<file path="config.mk">
export PLATFORM = sky130hd
export DESIGN_NAME = approx_add8_characterizer
export DESIGN_NICKNAME = d
export VERILOG_FILES = /design/src/rtl/approx_char_pkg.sv /design/src/rtl/approx_err_acc.sv /design/src/rtl/approx_add8_characterizer.sv
export SDC_FILE = /design/constraint.sdc
export NUM_CORES = 1
export LEC_CHECK = 0
export BUFFER_PORTS_ARGS = -buffer_cell sky130_fd_sc_hd__clkbuf_2
export CAP_MARGIN = 20
export CORE_AREA = 8 8 158 115
export CTS_BUF_LIST = sky130_fd_sc_hd__clkbuf_4 sky130_fd_sc_hd__clkbuf_8
export CTS_CLUSTER_SIZE = 40
export DETAILED_ROUTE_END_ITERATION = 12
export DIE_AREA = 0 0 166 123
export PLACE_DENSITY = 0.65
export SYNTH_ARGS = -nofsm -noshare
export SYNTH_HDL_FRONTEND = slang
export SYNTH_HIERARCHICAL = 1
export SYNTH_SLANG_ARGS = --single-unit
</file>
<file path="constraint.sdc">
create_clock -name clk -period 3.53 [get_ports clk]
set_clock_uncertainty 0.1 [all_clocks]
set_input_delay 0.1765 -clock clk [delete_from_list [all_inputs] [get_ports clk]]
set_output_delay 0.1765 -clock clk [all_outputs]
set_load 0.02 [all_outputs]
</file>
<file path="src/rtl/approx_char_pkg.sv">
// Shared constants, FSM state type and arithmetic helpers for the 8-bit
// approximate-adder characterizer. Optional MSE support: CHAR_MSE_EN.
package approx_char_pkg;

   localparam int N_VEC = 65536;
   localparam int IDX_W = 16;
   localparam int ERR_W = 9;
   localparam int CNT_W = 17;
   localparam int SUM_W = 25;
   localparam int SQ_W  = 35;
   localparam int SQR_W = 2 * ERR_W;

   localparam logic [IDX_W-1:0] IDX_LAST = 16'hFFFF;

   typedef enum logic [1:0] {
      IDLE  = 2'd0,
      SWEEP = 2'd1,
      FLUSH = 2'd2,
      DONE  = 2'd3
   } char_state_e;

   // Absolute difference of two unsigned 9-bit values, never wraps.
   function automatic logic [ERR_W-1:0] abs_diff(input logic [ERR_W-1:0] a,
                                                input logic [ERR_W-1:0] b);
      if (a >= b) begin
         abs_diff = a - b;
      end else begin
         abs_diff = b - a;
      end
   endfunction

`ifdef CHAR_MSE_EN
   // 9x9 unsigned squarer for the squared-error accumulator.
   function automatic logic [SQR_W-1:0] err_square(input logic [ERR_W-1:0] e);
      err_square = {9'd0, e} * {9'd0, e};
   endfunction
`endif

endpackage

</file>
<file path="src/rtl/approx_err_acc.sv">
// Second pipeline stage of the characterizer: accumulates absolute error,
// tracks the worst case, counts wrong vectors and (with CHAR_MSE_EN) sums
// squared errors. Cleared synchronously when a new sweep is accepted.
module approx_err_acc
   import approx_char_pkg::*;
(
   input  logic             clk_i,
   input  logic             rst_i,
   input  logic             clr_i,
   input  logic             vld_i,
   input  logic [ERR_W-1:0] err_i,
   output logic [CNT_W-1:0] err_cnt_o,
   output logic [SUM_W-1:0] sum_abs_err_o,
`ifdef CHAR_MSE_EN
   output logic [SQ_W-1:0]  sum_sq_err_o,
`endif
   output logic [ERR_W-1:0] max_err_o
);

   logic [CNT_W-1:0] err_cnt_q;
   logic [SUM_W-1:0] sum_abs_q;
   logic [ERR_W-1:0] max_err_q;

   // Accumulate count, absolute-error sum and worst case for each valid sample.
   always_ff @(posedge clk_i) begin
      if (rst_i || clr_i) begin
         err_cnt_q <= '0;
         sum_abs_q <= '0;
         max_err_q <= '0;
      end else if (vld_i) begin
         sum_abs_q <= sum_abs_q + SUM_W'(err_i);
         if (err_i > max_err_q) begin
            max_err_q <= err_i;
         end
         if (err_i != 9'd0) begin
            err_cnt_q <= err_cnt_q + 17'd1;
         end
      end
   end

   assign err_cnt_o     = err_cnt_q;
   assign sum_abs_err_o = sum_abs_q;
   assign max_err_o     = max_err_q;

`ifdef CHAR_MSE_EN
   logic [SQR_W-1:0] sq_d;
   logic [SQ_W-1:0]  sum_sq_q;

   // Square the incoming error for the MSE accumulator.
   always_comb begin
      sq_d = err_square(err_i);
   end

   // Accumulate squared error for each valid sample.
   always_ff @(posedge clk_i) begin
      if (rst_i || clr_i) begin
         sum_sq_q <= '0;
      end else if (vld_i) begin
         sum_sq_q <= sum_sq_q + SQ_W'(sq_d);
      end
   end

   assign sum_sq_err_o = sum_sq_q;
`endif

endmodule

</file>
<file path="src/rtl/approx_add8_characterizer.sv">
// Exhaustive error characterizer for a combinational 8-bit unsigned adder.
// Sweeps all 65536 operand pairs, registers each error in stage 1 and
// accumulates statistics in approx_err_acc (stage 2).
// Optional squared-error port and logic: define CHAR_MSE_EN.
module approx_add8_characterizer
   import approx_char_pkg::*;
(
   input  logic             clk,
   input  logic             rst,
   input  logic             start,
   input  logic             stall,
   output logic [7:0]       op_a,
   output logic [7:0]       op_b,
   input  logic [8:0]       dut_o,
   output logic             busy,
   output logic             done,
   output logic [CNT_W-1:0] err_cnt,
   output logic [SUM_W-1:0] sum_abs_err,
`ifdef CHAR_MSE_EN
   output logic [SQ_W-1:0]  sum_sq_err,
`endif
   output logic [ERR_W-1:0] max_err
);

   char_state_e      state_q;
   logic [IDX_W-1:0] idx_q;
   logic             busy_q;
   logic             done_q;
   logic             flush_cnt_q;

   logic             s1_vld_q;
   logic [ERR_W-1:0] s1_err_q;

   logic             accept_d;
   logic             sample_d;
   logic [ERR_W-1:0] exact_d;
   logic [ERR_W-1:0] err_d;

   // Operands come straight from the index register, so they are registered.
   assign op_a = idx_q[15:8];
   assign op_b = idx_q[7:0];
   assign busy = busy_q;
   assign done = done_q;

   // Start qualification, sample enable and absolute error of the adder.
   always_comb begin
      accept_d = start && ((state_q == IDLE) || (state_q == DONE));
      sample_d = (state_q == SWEEP) && !stall;
      exact_d  = {1'b0, op_a} + {1'b0, op_b};
      err_d    = abs_diff(dut_o, exact_d);
   end

   // Sweep control FSM with index counter and registered busy/done.
   always_ff @(posedge clk) begin
      if (rst) begin
         state_q     <= IDLE;
         idx_q       <= 16'd0;
         busy_q      <= 1'b0;
         done_q      <= 1'b0;
         flush_cnt_q <= 1'b0;
      end else begin
         case (state_q)
            IDLE, DONE: begin
               if (start) begin
                  state_q <= SWEEP;
                  idx_q   <= 16'd0;
                  busy_q  <= 1'b1;
                  done_q  <= 1'b0;
               end
            end
            SWEEP: begin
               if (!stall) begin
                  if (idx_q == IDX_LAST) begin
                     state_q     <= FLUSH;
                     flush_cnt_q <= 1'b0;
                  end else begin
                     idx_q <= idx_q + 16'd1;
                  end
               end
            end
            FLUSH: begin
               // Two cycles: the first lets stage 2 absorb the last sample.
               if (flush_cnt_q) begin
                  state_q <= DONE;
                  busy_q  <= 1'b0;
                  done_q  <= 1'b1;
               end else begin
                  flush_cnt_q <= 1'b1;
               end
            end
            default: begin
               state_q <= IDLE;
               busy_q  <= 1'b0;
               done_q  <= 1'b0;
            end
         endcase
      end
   end

   // Stage 1: capture the error of the current vector with its valid bit.
   always_ff @(posedge clk) begin
      if (rst) begin
         s1_vld_q <= 1'b0;
         s1_err_q <= 9'd0;
      end else begin
         s1_vld_q <= sample_d;
         if (sample_d) begin
            s1_err_q <= err_d;
         end
      end
   end

   approx_err_acc u_acc (
      .clk_i         (clk),
      .rst_i         (rst),
      .clr_i         (accept_d),
      .vld_i         (s1_vld_q),
      .err_i         (s1_err_q),
      .err_cnt_o     (err_cnt),
      .sum_abs_err_o (sum_abs_err),
`ifdef CHAR_MSE_EN
      .sum_sq_err_o  (sum_sq_err),
`endif
      .max_err_o     (max_err)
   );

endmodule

</file>
### Yosys cells after proc, flatten, opt, wreduce, memory -nomap -nowiden

Index checks and enable logic that the tools add are counted.

| storage, ports and cells | value |
|---|---|
| register bits | 82 |
| bits in latches | 0 |
| RAM bits | 0 |
| ROM bits | 0 |
| input port bits | 13 |
| output and inout bits | 69 |
| word-level logic and storage cells | 63 |
| memories kept | 0 |

| operators by class | value |
|---|---|
| $add $sub $neg | 6 |
| multiply operators | 0 |
| div/mod/pow operators | 0 |
| order comparisons | 2 |
| equal/unequal tests | 9 |
| shifts and indexed selects | 0 |
| mux-type cells | 19 |
| bitwise operators | 0 |
| reductions and logical operators | 17 |

Operator list:

| operator | number |
|---|---|
| 16-bit two-way mux | 3 |
| 16-bit case mux with 2 select lines | 1 |
| 25-bit by 9-bit adder with 25-bit output | 1 |
| 9-bit subtractor | 2 |
| 17-bit by 1-bit adder with 17-bit output (second input constant) | 1 |
| 16-bit by 1-bit adder with 16-bit output (second input constant) | 1 |
| 16-bit equality test (second input constant) | 1 |
| 8-bit by 8-bit adder with 9-bit output | 1 |
| 9-bit greater-or-equal comparator | 1 |
| 9-bit > comparator | 1 |
| 9-bit two-way mux | 1 |
| 9-bit nonzero test | 1 |
| 2-bit two-way mux | 4 |
| 2-bit != test (second input constant) | 4 |
| 4-bit AND reduction | 2 |
| 1-bit two-way mux | 6 |
| 1-bit case mux with 2 select lines | 3 |
| 2-bit case mux with 3 select lines | 1 |
| 3-bit AND reduction | 2 |
| 2-bit nonzero test | 3 |
| 2-bit equality test (second input constant) | 2 |
| 2-bit AND reduction | 2 |
| 2-bit by 1-bit equality test with 1-bit output (second input constant) | 1 |
| 1-bit logical AND | 2 |
| 5 further kinds | 6 |

### Depth between registers and ports, before layout

Gate-level depths: netlist of run 1.

| depth | value |
|---|---|
| depth after elaboration | 4 |
| depth in mapped cells | 17 |
| mapped depth without buffers | 16 |

### By module

Netlist of run 1, hierarchy kept.

Modules (own cells, without submodules):

| module | instances | cells each | area an instance (um2) | sequential area each (um2) |
|---|---|---|---|---|
| approx_err_acc | 1 | 330 | 2,861.5 | 1,021.0 |
| approx_add8_characterizer | 1 | 294 | 2,522.4 | 620.6 |

### Worst setup path before layout of run 1

Ideal clock, no wire load.

| path | value |
|---|---|
| path type | register to register |
| start | register idx_q[9] |
| end | register s1_err_q[2] |
| library setup time | 123 ps |
| arrival time | 3,510 ps |
| data required time | 3,307 ps |
| path slack | -203 ps |
| stages on the path, launching flop included | 16 |
| path buffers | 1 |
| clock period less this slack | 3,733 ps |
| cells stage by stage | dfxtp_1 > ha_1 > a21o_1 > a21oi_1 > nor2b_1 > o21a_1 > o41ai_2 > xnor2_1 > ha_1 > buf_6 > and4_1 > a221o_1 > a21o_1 > nor3_4 > a221o_1 > a21oi_2 |

| between the ends | value |
|---|---|
| longest elaborated chain between the ends | 3 |
| elaborated cells on any way between the ends | 5 |
| classes of those cells | 3 x add/sub; 1 x order compare; 1 x mux |

RTL lines:

| element | line | text |
|---|---|---|
| start: declaration | approx_add8_characterizer.sv:26 | `logic [IDX_W-1:0] idx_q;` |
| start signal: assignment | approx_add8_characterizer.sv:77 | `idx_q <= idx_q + 16'd1;` |
| 8-bit by 8-bit adder with 9-bit output (*) | approx_add8_characterizer.sv:49 | `exact_d = {1'b0, op_a} + {1'b0, op_b};` |
| 9-bit subtractor, or another cell as far along | approx_char_pkg.sv:28 | `abs_diff = b - a;` |
| 9-bit two-way mux (*) | approx_char_pkg.sv:25 | `if (a >= b) begin` |
| end signal: assignment | approx_add8_characterizer.sv:108 | `s1_err_q <= err_d;` |
| end: declaration | approx_add8_characterizer.sv:32 | `logic [ERR_W-1:0] s1_err_q;` |

Mark *: on every way between the ends. The rest lies on a longest branch, timed or not.
A chain may end at the register's enable or synchronous reset.

### Worst setup path in the final report of run 1

| path | value |
|---|---|
| start | register idx_q[9] |
| end | register s1_err_q[7] |

The elaborated chain is that of the path after synthesis.

==> results of run 1 <==
[worst paths after layout]
kind / start / end / cells after the start
setup reg to reg: idx_q[9] / s1_err_q[7] / 14
hold / removal: rst / idx_q[1] / 2
hold reg to reg: u_acc/err_cnt_o[1] / u_acc/err_cnt_o[1] / 2
setup / recovery: idx_q[9] / s1_err_q[7] / 14
[state kept, by name, summed over array words and instances (netlist names)]
signal and flops:
busy 1, done 1, flush_cnt_q 1, idx_q 16, s1_err_q 9, s1_vld_q 1, state_q 2, u_acc/err_cnt_o 17
u_acc/max_err_o 9, u_acc/sum_abs_err_o 25
[placed cells by master (no fill, tap or decap), types with 7 or more instances in the layout]
master    count
a221o_1      10
dfxtp_1      76
xnor2_1      36
clkbuf_2     81
xor2_1        9
a21oi_1      48
nand2_1      31
a21o_1       17
nand2b_1      7
nor3_1        9
buf_4        28
ha_1         46
o21ai_0      35
inv_1        39
mux2i_1       8
or3_1         8
clkbuf_8     10
o221ai_1      7
nor2b_1       8
nand4_1       8
nor2_1       60
a211oi_1      7
nor4_1       10
nand3_1      29
[power breakdown]
part	internal [W]	switching, W	leakage (nW)
Clock	0.000362	0.000345	0.103
Combinational	0.000264	0.000483	1.90
Sequential	0.000967	0.0000536	0.666
[critical path: cells and delay by family (launching register included)]
kind	cells	cell delay, ns
AOI/OAI and AO/OA	8	1.70
adders and majority gates	2	0.49
xor gates and xnor gates	1	0.17
DFF	1	0.36
and+or+nand+nor	3	0.54
[repair_timing]
item | in CTS | in global routing
setup buffers | 2 | 3
hold buffers | 0 | 0
resized for setup | 7 | 3
setup endpoints to repair | 7 | 8
pin swaps | 7 | 16
[metrics by stage]
stage	total power (W)	TNS [ns]	hold WS, ns
after global placement	0.00177	0	0.383
after CTS	0.00250	0	0.0529
after global routing	0.00264	-0.584	0.0703
after detailed placement	0.00177	-0.0393	0.387
final	0.00248	0	0.0740
after floorplan	0.00160	0	0.253
[cell families after synthesis]
family	after synthesis	share of synthesized area
buffers and inverters	57	0.0446
DFF	82	0.305
AOI/OAI and AO/OA	174	0.229
xor gates and xnor gates	45	0.0732
and+or+nand+nor	206	0.207
muxes	8	0.0149
adders and majority gates	52	0.126
[layout make-up]
cell class / count / area share
well taps: 205 / 0.0398
repair buffers: 109 / 0.0954
clock inverters: 4 / 0.00795
inverters: 39 / 0.0227
clock buffers: 12 / 0.0237
flip-flops and latches: 82 / 0.256
multi-input cells: 485 / 0.554
[routing by layer]
layer,vias to the layer above,GRT usage
met2,118,0.192
met4,0,0.0317
met5,-,0
li1,2491,-
met1,2299,0.198
met3,7,0.0364
==> summary.txt, run 1 <==
Clock network
  • Clock latency on the worst-skew pair: 0.37 ns
  • Clock Path Buffers: 2
  • Clock-pin slew on the worst setup and hold paths: 0.09 ns
  • CTS tree: yes
  • Root Driver: clkbuf_8
  • Clock buffer count from CTS: 9
  • Clock Sink Count: 82
  • Htree depth: 3

Power and ir drop
  • Leakage power: 2.67 nW
  • PD cells: 384 nW/um^2
  • Worst vdd ir: 328 uV

Placed design
  • Port-buffer cells: 81
  • GP Congestion: 0.885
  • Place WS: -0.0186 ns
  • Detail Placement HPWL: 10.6 mm
  • Placed cells: 915
  • Post-DP Area: 6150 sq um

Routing
  • DRT Wirelength: 14.0 mm
  • Met2 WL post-DR: 5.67 mm
  • DRT iter0 DRCs: 266
  • Max layer used: met4
  • DR WL/cell: 14.9 microns
  • Drc violations: 0
  • WL met1: 7.48 mm
  • Metal3 WL: 698 microns
  • Drt pass-1 iters: 4
  • Vias: 4915
  • Post-DRT Antenna Nets: 0
  • Vias/cell: 5.25

Cells and area
  • Layout filler cell count: 1607
  • Multi-input logic area: 3580 sq um
  • FF+latch area: 1650 sq um
  • P&R area growth vs syn: 19.8%
  • Non-Filler Cell Area, Final: 6450 sq um
  • Post-layout util: 0.407
  • Fin cells: 936
  • Layout cells sized above 1: 0.233
  • Nets: 791
  • Antenna diodes: 0

Synth
  • Synth Instances: 624
  • Library cells used by synthesis: 62
  • Syn nets: 689
  • Syn avg cell area: 8.63 sq um
  • Top post-synthesis cells by count: 82 x dfxtp_1, 60 x nor2_1, 50 x a21oi_1
  • FFs w/ async S/R, synth: 0
  • Post-Syn Area: 5380 sq um
  • Top cell type's share of synthesized area: 0.305
  • Yosys reg bits: 82
  • Seq/Total Area, Yosys: 0.305
  • Count leader, synth: dfxtp_1
  • Synth top area cells: dfxtp_1 30%, ha_1 11%, xnor2_1 5.9%, a21oi_1 4.6%, nor2_1 4.2%
  • Warnings from Yosys: 6
  • Post-synth EDFFs: 0
  • Dominant synthesized flop cell: dfxtp_1
  • Post-synth top area cell: dfxtp_1

Floorplan
  • Die Y: 123 microns
  • Top-Level Pins: 82
  • Initial core utilization: 0.339
  • Area of the core: 15900 sq um
  • Die width: 166 microns
  • Die area: 20400 sq um
  • Num rows: 39

Global routing
  • Total gr overflow: 0
  • Total track usage: 0.135
  • Largest net degree at the start of global routing: 49
  • First-pass GRT wire length: 23.0 mm
  • Initial antenna violation count: 0
  • Vias in the first global route: 4459

Timing
  • Endpoints failing setup: 0
  • PnR worst setup slack: 0.0726 ns
  • Pins Over Slew Limit: 0
  • Rel. slew slack: 0.361
  • Final hold viol count: 0
  • Final critical-path required period: 3.46 ns
  • Fin crit share: 0.979
  • Fmax: 289 MHz
  • Slew @ Worst Pin: 0.958 ns
  • RSZ-0062 raised after global routing: yes

Outcome
  • Status: finished clean

Worst setup path
  • WP data arrival: 3.61 ns
  • Critical path class: reg -> reg
  • Critical Path Slowest Stage Cell: a221o_1
  • Worst-path maximum fanout: 7
  • Cell-by-cell trace of the critical path: ha_4, a21o_1, a21oi_2, nor2b_1, o21a_1, o41ai_4, xnor2_1, ha_1, and4_1, a221o_1, a21o_1, nor3_4, a221o_1, a21oi_2
  • Max incr delay on CP: 0.37 ns
  • CP required: 3.68 ns
  • R2r setup slk: 0.07 ns
  • Kind of start point of the critical path: register
  • Setup crit end kind: register

Min path
  • Min-delay worst type: in -> reg

Run
  • Total of max-cap violations: 0
(Power assumes the default switching activity.)
==> inputs of run 2 (changes only) <==
--- a/config.mk
+++ b/config.mk
@@ -5,7 +5,7 @@
 export SDC_FILE = /design/constraint.sdc
 export NUM_CORES = 1
 export LEC_CHECK = 0
-export BUFFER_PORTS_ARGS = -buffer_cell sky130_fd_sc_hd__clkbuf_2
+export BUFFER_PORTS_ARGS = -buffer_cell sky130_fd_sc_hd__buf_2
 export CAP_MARGIN = 20
 export CORE_AREA = 8 8 158 115
 export CTS_BUF_LIST = sky130_fd_sc_hd__clkbuf_4 sky130_fd_sc_hd__clkbuf_8
==> run 2 against run 1 <==
Against the previous run: sequential cell count stayed put; count of clock-buffer cells in the layout is 3 lower; global-route usage is 0.13 points higher; sequential power hardly changed; die area stayed put; sequential share of layout area hardly changed; routed wire length is 0.76% higher; final area hardly changed; register-to-register slack worse by 0.04 ns; largest power group unchanged.
==> summary.txt, run 2 (synthesis results as in run 1) <==
Global routing
  • Vias in the first global route: 4464
  • Largest net degree at the start of global routing: 49
  • Total track usage: 0.136
  • Total gr overflow: 0
  • First-pass GRT wire length: 23.1 mm
  • Initial antenna violation count: 0

Floorplan
  • Num rows: 39
  • Die width: 166 microns
  • Top-Level Pins: 82
  • Initial core utilization: 0.339
  • Die Y: 123 microns
  • Area of the core: 15900 sq um
  • Die area: 20400 sq um

Timing
  • Final hold viol count: 0
  • Hold Slack: 0.0850 ns
  • Pins Over Slew Limit: 0
  • RSZ-0062 raised after global routing: yes
  • Final critical-path required period: 3.50 ns
  • Fmax: 286 MHz
  • Rel. slew slack: 0.368
  • Slew @ Worst Pin: 0.947 ns
  • Fin crit share: 0.990
  • Endpoints failing setup: 0

Placed design
  • GP Congestion: 0.875
  • Placed cells: 914
  • Port-buffer cells: 81
  • Detail Placement HPWL: 10.6 mm

Clock network
  • Htree depth: 3
  • Clock buffer count from CTS: 9
  • Clock Path Buffers: 2
  • Clock latency on the worst-skew pair: 0.38 ns
  • Clock-pin slew on the worst setup and hold paths: 0.10 ns
  • Root Driver: clkbuf_8
  • CTS tree: yes
  • Clock Sink Count: 82

Worst setup path
  • CP required: 3.70 ns
  • Kind of start point of the critical path: register
  • Setup crit end kind: register
  • Cell-by-cell trace of the critical path: ha_4, a21o_1, a21oi_2, nor2b_1, o21a_1, o41ai_4, xnor2_1, ha_1, and4_1, a221o_1, a21o_1, nor3_4, a221o_1, a21oi_2
  • WP data arrival: 3.66 ns
  • CP bufs+invs: 0
  • Crit path max-delay family: compound AO/OA/AOI/OAI gates
  • Critical Path Slowest Stage Cell: dfxtp_4
  • Worst-path maximum fanout: 7
  • Max incr delay on CP: 0.37 ns
  • Critical path class: reg -> reg
  • R2r setup slk: 0.03 ns

Cells and area
  • Fin cells: 938
  • Max reg flops: 25
  • Commonest non-fill, non-tap cell in the layout: buf_2
  • Nets: 793
  • Layout cells sized above 1: 0.236
  • Layout filler cell count: 1580
  • FF+latch area: 1650 sq um
  • Multi-input logic area: 3580 sq um
  • Most frequent cells in the layout: 81 x buf_2, 76 x dfxtp_1, 60 x nor2_1
  • Antenna diodes: 0
  • P&R area growth vs syn: 19.8%

Min path
  • Min-delay worst type: in -> reg

Power and ir drop
  • Leakage power: 2.72 nW
  • PD cells: 374 nW/um^2
  • Total power draw: 0.00241 W
  • Worst vdd ir: 271 uV

Routing
  • Drt pass-1 iters: 6
  • DRT iter0 DRCs: 333
  • Drc violations: 0
  • DR WL/cell: 15.0 microns
  • Vias: 4945
  • DRT Wirelength: 14.1 mm
  • Vias/cell: 5.27
  • Post-DRT Antenna Nets: 0

Run
  • Total of max-cap violations: 0

Outcome
  • Status: finished clean
-- run 2: metal layers --
layer,track usage,wire length [microns]
met1,0.200,7560
met2,0.187,5460
met3,0.0424,903
met4,0.0368,138
met5,0,0
-- run 2: worst register-to-register path: cells and delay by family, from the launching register on --
kind	cells	cell delay [ns]
AOI/OAI and AO/OA	8	1.69
and+or+nand+nor	3	0.56
adders and majority gates	2	0.50
DFF	1	0.37
xor gates and xnor gates	1	0.18
-- run 2: metrics by stage --
stage	setup slack [ns]	util	instance area, sq um	setup TNS (ns)
after floorplan	0.00372	-	5410	0
after global placement	0.0478	0.388	6150	0
after detailed placement	-0.0112	0.388	6150	-0.0219
after CTS	0.000529	0.404	6410	0
after global routing	-0.146	0.407	6450	-0.899
final	0.0347	0.407	6450	0
-- run 2: what timing repair did --
item | in CTS | in global routing
resized for setup | 6 | 6
hold buffers | 1 | 0
pin swaps | 13 | 14
setup endpoints to repair | 7 | 8
endpoints found under the hold margin | 1 | 0
setup buffers | 6 | 1
-- run 2: layout make-up --
cell class,count,share of cell area
clock buffers,9,0.0192
clock inverters,7,0.00834
inverters,39,0.0227
multi-input cells,485,0.555
flip-flops and latches,82,0.257
well taps,205,0.0398
repair buffers,111,0.0982
-- run 2: power by group --
part	switching (W)	internal, W
Combinational	0.000479	0.000265
Sequential	0.0000529	0.000967
Clock	0.000389	0.000259
-- run 2: worst paths after layout --
kind | to | cells past startpoint | start
worst max-delay path | s1_err_q[5] | 14 | idx_q[9]
worst min-delay path | flush_cnt_q | 3 | stall
worst max register to register | s1_err_q[5] | 14 | idx_q[9]
worst min register to register | u_acc/err_cnt_o[1] | 2 | u_acc/err_cnt_o[1]
